File: src/rtl/board_readback.sv
// Snapshot-and-stream reader for the tile register bank: captures every tile on Start,
// streams them out over valid/ready, and reports the largest tile and the empty-tile count.
module board_readback #(
  parameter int NUM_TILES = 16,
  parameter int DATA_W    = 12,
  parameter int IDX_W     = $clog2(NUM_TILES),
  parameter int CNT_W     = $clog2(NUM_TILES + 1)
) (
  input  logic                        Clk,
  input  logic                        Reset,
  input  logic                        Start,
  input  logic [NUM_TILES*DATA_W-1:0] Board_In,
  input  logic                        Out_Ready,
  output logic                        Out_Valid,
  output logic [DATA_W-1:0]           Out_Data,
  output logic [IDX_W-1:0]            Out_Index,
  output logic                        Out_Last,
  output logic                        Busy,
  output logic                        Done,
  output logic [DATA_W-1:0]           Max_Tile,
  output logic [CNT_W-1:0]            Empty_Count
);

  localparam logic [IDX_W-1:0] LAST_IDX = IDX_W'(NUM_TILES - 1);

  typedef enum logic [1:0] {
    ST_IDLE   = 2'd0,
    ST_STREAM = 2'd1,
    ST_DONE   = 2'd2
  } state_t;

  function automatic logic [DATA_W-1:0] umax(input logic [DATA_W-1:0] a,
                                             input logic [DATA_W-1:0] b);
    return (a > b) ? a : b;
  endfunction

  function automatic logic [CNT_W-1:0] count_zero(input logic [CNT_W-1:0]  cnt,
                                                  input logic [DATA_W-1:0] val);
    return (val == {DATA_W{1'b0}}) ? (cnt + CNT_W'(1)) : cnt;
  endfunction

  state_t                            state_r, state_s;
  logic [NUM_TILES-1:0][DATA_W-1:0]  shadow_r, shadow_s;
  logic [IDX_W-1:0]                  idx_r, idx_s, idx_inc_s;
  logic [DATA_W-1:0]                 max_acc_r, max_acc_s, max_upd_s;
  logic [CNT_W-1:0]                  empty_acc_r, empty_acc_s, empty_upd_s;
  logic                              valid_r, valid_s;
  logic [DATA_W-1:0]                 data_r, data_s;
  logic [IDX_W-1:0]                  index_r, index_s;
  logic                              last_r, last_s;
  logic                              busy_r, busy_s;
  logic                              done_r, done_s;
  logic [DATA_W-1:0]                 max_tile_r, max_tile_s;
  logic [CNT_W-1:0]                  empty_count_r, empty_count_s;

  // Accumulator values as they stand once the tile currently on the bus is accepted.
  assign idx_inc_s   = idx_r + IDX_W'(1);
  assign max_upd_s   = umax(max_acc_r, data_r);
  assign empty_upd_s = count_zero(empty_acc_r, data_r);

  // Next-state and next-output logic; every output is registered from these values.
  always_comb begin
    state_s       = state_r;
    shadow_s      = shadow_r;
    idx_s         = idx_r;
    max_acc_s     = max_acc_r;
    empty_acc_s   = empty_acc_r;
    valid_s       = valid_r;
    data_s        = data_r;
    index_s       = index_r;
    last_s        = last_r;
    busy_s        = busy_r;
    done_s        = 1'b0;
    max_tile_s    = max_tile_r;
    empty_count_s = empty_count_r;
    case (state_r)
      ST_IDLE: begin
        if (Start) begin
          state_s     = ST_STREAM;
          shadow_s    = Board_In;
          idx_s       = {IDX_W{1'b0}};
          max_acc_s   = {DATA_W{1'b0}};
          empty_acc_s = {CNT_W{1'b0}};
          busy_s      = 1'b1;
        end else begin
          busy_s = 1'b0;
        end
      end
      ST_STREAM: begin
        busy_s = 1'b1;
        if (!valid_r) begin
          // First STREAM cycle: present tile 0 from the freshly captured snapshot.
          valid_s = 1'b1;
          data_s  = shadow_r[idx_r];
          index_s = idx_r;
          last_s  = (idx_r == LAST_IDX);
        end else if (Out_Ready) begin
          max_acc_s   = max_upd_s;
          empty_acc_s = empty_upd_s;
          if (last_r) begin
            state_s       = ST_DONE;
            valid_s       = 1'b0;
            last_s        = 1'b0;
            done_s        = 1'b1;
            max_tile_s    = max_upd_s;
            empty_count_s = empty_upd_s;
          end else begin
            idx_s   = idx_inc_s;
            data_s  = shadow_r[idx_inc_s];
            index_s = idx_inc_s;
            last_s  = (idx_inc_s == LAST_IDX);
          end
        end else begin
          valid_s = valid_r;
        end
      end
      ST_DONE: begin
        state_s = ST_IDLE;
        busy_s  = 1'b0;
      end
      default: begin
        state_s = ST_IDLE;
        valid_s = 1'b0;
        last_s  = 1'b0;
        busy_s  = 1'b0;
      end
    endcase
  end

  // State, snapshot, accumulator and output registers with synchronous clear.
  always_ff @(posedge Clk) begin
    if (Reset) begin
      state_r       <= ST_IDLE;
      shadow_r      <= {(NUM_TILES*DATA_W){1'b0}};
      idx_r         <= {IDX_W{1'b0}};
      max_acc_r     <= {DATA_W{1'b0}};
      empty_acc_r   <= {CNT_W{1'b0}};
      valid_r       <= 1'b0;
      data_r        <= {DATA_W{1'b0}};
      index_r       <= {IDX_W{1'b0}};
      last_r        <= 1'b0;
      busy_r        <= 1'b0;
      done_r        <= 1'b0;
      max_tile_r    <= {DATA_W{1'b0}};
      empty_count_r <= {CNT_W{1'b0}};
    end else begin
      state_r       <= state_s;
      shadow_r      <= shadow_s;
      idx_r         <= idx_s;
      max_acc_r     <= max_acc_s;
      empty_acc_r   <= empty_acc_s;
      valid_r       <= valid_s;
      data_r        <= data_s;
      index_r       <= index_s;
      last_r        <= last_s;
      busy_r        <= busy_s;
      done_r        <= done_s;
      max_tile_r    <= max_tile_s;
      empty_count_r <= empty_count_s;
    end
  end

  assign Out_Valid   = valid_r;
  assign Out_Data    = data_r;
  assign Out_Index   = index_r;
  assign Out_Last    = last_r;
  assign Busy        = busy_r;
  assign Done        = done_r;
  assign Max_Tile    = max_tile_r;
  assign Empty_Count = empty_count_r;

endmodule

File: config.mk
export PLATFORM = sky130hd
export DESIGN_NAME = board_readback
export DESIGN_NICKNAME = d
export VERILOG_FILES = /design/src/rtl/board_readback.sv
export SDC_FILE = /design/constraint.sdc
export NUM_CORES = 1
export LEC_CHECK = 0
export BUFFER_PORTS_ARGS = -buffer_cell sky130_fd_sc_hd__buf_4
export CAP_MARGIN = 20
export CORE_MARGIN = 3
export CORE_UTILIZATION = 50
export DETAILED_ROUTE_END_ITERATION = 12
export PLACE_DENSITY = 0.73
export SLEW_MARGIN = 0
export SYNTH_ARGS = -nofsm -noshare
export SYNTH_HDL_FRONTEND = slang
export SYNTH_SLANG_ARGS = --single-unit
File: constraint.sdc
create_clock -name Clk -period 4.05 [get_ports Clk]
set_input_delay 0.81 -clock Clk [delete_from_list [all_inputs] [get_ports Clk]]
set_output_delay 0.81 -clock Clk [all_outputs]
set_load 0.02 [all_outputs]
==> results.tsv <==
stage	metric	value	unit
route	ant_nets	0	
layout	final_nets	1736	
worst_hold_path	hold_depth	2	
global_route	grt_pass1_wl	58950	um
worst_setup_path	cp-end-kind	flip-flop	
layout	seq_area	0.005050	sq mm
yosys	syn_area	0.01222	sq mm
yosys	synth_top_family_by_area	multiplexers	
clock_tree	holdBufCountCts	0	
route	wire_per_inst	20.58	um
worst_hold_path	hold_path_class	reg -> reg	
worst_hold_path	hold_end	shadow_r[175]	
clock_tree	insertion_delay	530	ps
layout	design_area	0.01490	sq mm
yosys	synth_area_leader_cell	dfxtp_1	
placed_design	pre_cts_slack	963.7	ps
clock_tree	numCtsBuffers	25	
worst_setup_path	worstSetupPathType	reg -> reg	
floorplan	die_h	162.3	um
clock_tree	cts_tree	done	
run_status	status	finished clean	
sta	fin_tns_setup	0	ps
yosys	syn_inst	1364	
floorplan	die_x	162.3	um
yosys	synth_edf_count	0	
route	drt_first_pass_iters	7	
yosys	synth_compound_area_share	15.55	%
clock_tree	post-cts-setup-buffers	0	
sta	report.final.slew_viol_count	0	
yosys	synthAdderAreaFrac	1.536	%
sta	max_freq	344.6	MHz
job	max_cap_viol_count	0	
placed_design	io_buffer_count	232	
layout	multiInputGateArea	0.006628	sq mm
global_route	antenna_found_initial	0	
layout	drive_gt1_share	26.65	%
floorplan	die-area	0.02634	sq mm
sta	fin_crit_sh	71.66	%
global_route	overflow	0	
yosys	yosys.area_share.simple	17.37	%
sta	rsz0062_at_grt	false	
placed_design	place_area	0.01404	sq mm
global_route	track_usage	28.25	%
worst_setup_path	cp-startpoint	idx_r[0]	
worst_setup_path	r2r_start	idx_r[0]	
route	routed_via_density	5.994	
placed_design	hpwl	27640	um
yosys	postSynthAreaPerCell	8.956	sq um
floorplan	initial_core_util	51.43	%
floorplan	num_rows	56	
route	num_vias	11154	
clock_tree	cts-resized-gates	0	
global_route	grt_max_degree	193	
worst_setup_path	r2r_cells	8	
placed_design	dp.cells	1815	
worst_setup_path	worst_ep_required_time	4450	ps
worst_hold_path	hp-start	shadow_r[175]	
yosys	synthFlopType	dfxtp_1	
yosys	netlist.area_leader.share	41.30	%
sta	hold_slack	467.3	ps
floorplan	core	0.02375	sq mm
yosys	synth_cell_type_count	51	
yosys	muxShareOfSynthArea	18.93	%
yosys	syn_nets	1575	
sta	fin_crit	2902	ps
sta	hold_viol	0	
worst_setup_path	arrival	3300	ps
yosys	yosys_warnings	0	
yosys	synthArstFlopShare	0	%
layout	num-fill-cells	2000	
yosys	synth_seq_cells	252	
yosys	synthXorXnorAreaFrac	0.6453	%
layout	syn_to_final_growth	21.99	%
sta	fin_skew	12.89	ps
layout	final_cells	1861	
clock_tree	clkTransAtPathRegs	70	ps
clock_tree	clockBufferDepth	3	
route	wl	38300	um
pwr	ir_drop	0.2624	mV
floorplan	ios	233	
worst_setup_path	critical_path.max_fanout	37	
worst_setup_path	worst_setup_path_start_kind	flip-flop	
yosys	ys_seq_area_share	41.30	%
clock_tree	cts-htree-levels	1	
global_route	grt_pass1_vias	10663	
sta	setup_slack	1148	ps
pwr	p_leak	5.698	nW
sta	worstMarginPinSlew	1133	ps
worst_setup_path	r2r_slack	1150	ps
clock_tree	cts_sinks	252	
worst_setup_path	worst_r2r_endpoint	Out_Data[10]	
route	drt_iter0_drc	1351	
layout	n_antenna_cell	0	
sta	slew_headroom	24.22	%
pwr	powerDensity	400.8	mW/mm^2
route	drc	0	
sta	final-setup-viol-count	0	
yosys	synth_area_leaders	dfxtp_1 (41%), mux4_2 (18%), nand2_1 (14%)	
placed_design	place_congestion	0.9207	
clock_tree	cts_root_buf	clkbuf_16	
## power breakdown
| part | switching (mW) | internal (mW) | total [mW] |
|---|---|---|---|
| sequential | 0.154 | 2.61 | 2.76 |
| combinational | 0.424 | 0.399 | 0.823 |
| clock | 0.980 | 1.41 | 2.39 |
| total | 1.56 | 4.41 | 5.97 |
## stage by stage
step | power [mW] | util (%)
floorplan | 3.271 | -
global placement | 3.608 | 59.12
detailed placement | 3.626 | 59.12
CTS | 5.981 | 62.64
global route | 6.157 | 62.74
finish | 5.972 | 62.74
## registers in the layout, indices dropped and copies added, names as in the netlist
register     flops
shadow_r       192
Max_Tile        12
Out_Data        12
max_acc_r       12
Empty_Count      5
empty_acc_r      5
Out_Index        4
idx_r            4
state_r          2
Busy             1
Done             1
Out_Last         1
Out_Valid        1
## cells in the final DEF (no fill, tap or decap), types with 4 or more instances in the layout
| cell | Yosys | final |
|---|---|---|
| a32oi_1 | 12 | 12 |
| a31oi_1 | 12 | 12 |
| nor2_1 | 52 | 51 |
| clkbuf_16 | 0 | 25 |
| o221a_2 | 12 | 12 |
| o21ai_0 | 9 | 9 |
| inv_1 | 16 | 16 |
| xnor2_1 | 5 | 4 |
| mux2i_1 | 15 | 15 |
| mux4_2 | 96 | 96 |
| clkbuf_8 | 0 | 4 |
| nand2b_1 | 5 | 5 |
| dfxtp_1 | 252 | 250 |
| a22o_1 | 11 | 11 |
| clkbuf_1 | 83 | 7 |
| a211oi_1 | 6 | 6 |
| nand2_1 | 448 | 448 |
| a21o_1 | 4 | 4 |
| ha_1 | 15 | 14 |
| a32o_1 | 13 | 13 |
| buf_4 | 6 | 244 |
| o221ai_1 | 11 | 11 |
| a21oi_1 | 205 | 205 |
| nand3_1 | 6 | 6 |
## area by class of cell
| type | instances | share of cell area [%] |
|---|---|---|
| Clock buffer | 36 | 4.744 |
| Timing Repair Buffer | 250 | 12.92 |
| Tap cell | 319 | 2.678 |
| Sequential cell | 252 | 33.89 |
| Inverter | 17 | 0.4282 |
| Multi-Input combinational cell | 979 | 44.48 |
| Clock inverter | 8 | 0.8648 |
## worst max-delay path by stage
stage,endpoint,slack [ps],cells after the start
floorplan,Out_Data[10],1130,13
global placement,Out_Data[4],990,4
finish,Out_Data[10],1150,8
detailed placement,Out_Data[0],960,4
CTS,Out_Data[10],1110,8
global route,Out_Data[10],880,8
## worst max-delay path, cell delays in order (launching register included)
cell and delay [ps]:
dfxtp_4 650, inv_1 150, ha_2 570, buf_4 510, mux4_2 380, nand2_1 70
nand2_1 60, a221oi_1 260, o21ai_0 100
## layer usage
layer | vias up | routed length, um | track usage (%)
li1 | 5136 | - | -
met1 | 5290 | 15230 | 38.85
met2 | 623 | 17960 | 45.85
met3 | 105 | 3784 | 5.050
met4 | 0 | 1324 | 8.608
met5 | - | 0 | 0
## synthesized netlist by cell type, drive strengths merged (2+ instances only)
| cell | instances |
|---|---|
| nand2 | 448 |
| dfxtp | 252 |
| a21oi | 206 |
| mux4 | 96 |
| clkbuf | 83 |
| nor2 | 52 |
| buf | 33 |
| inv | 17 |
| ha | 15 |
| mux2i | 15 |
| a32o | 13 |
| a32oi | 13 |
| a31oi | 12 |
| o221a | 12 |
| a22o | 11 |
| o221ai | 11 |
| o21ai | 9 |
| a211oi | 6 |
| nand2b | 6 |
| nand3 | 6 |
| xnor2 | 5 |
| a21o | 4 |
| and3 | 4 |
| nor3 | 4 |
| xor2 | 4 |
| and2 | 3 |
| nand4 | 3 |
| nor4 | 3 |
| a221oi | 2 |
| a22oi | 2 |
| a311oi | 2 |
| nor2b | 2 |
| o21a | 2 |
## kinds of logic (layout without fill, tap and decap cells)
kind of cell | Yosys count | in the layout
compound gates | 307 | 307
fa+ha+maj | 15 | 15
flops | 252 | 252
mux | 111 | 111
simple gates | 537 | 537
xor+xnor | 9 | 9
buf+inv | 133 | 311
Note: power is estimated with default switching activity, not from simulation.
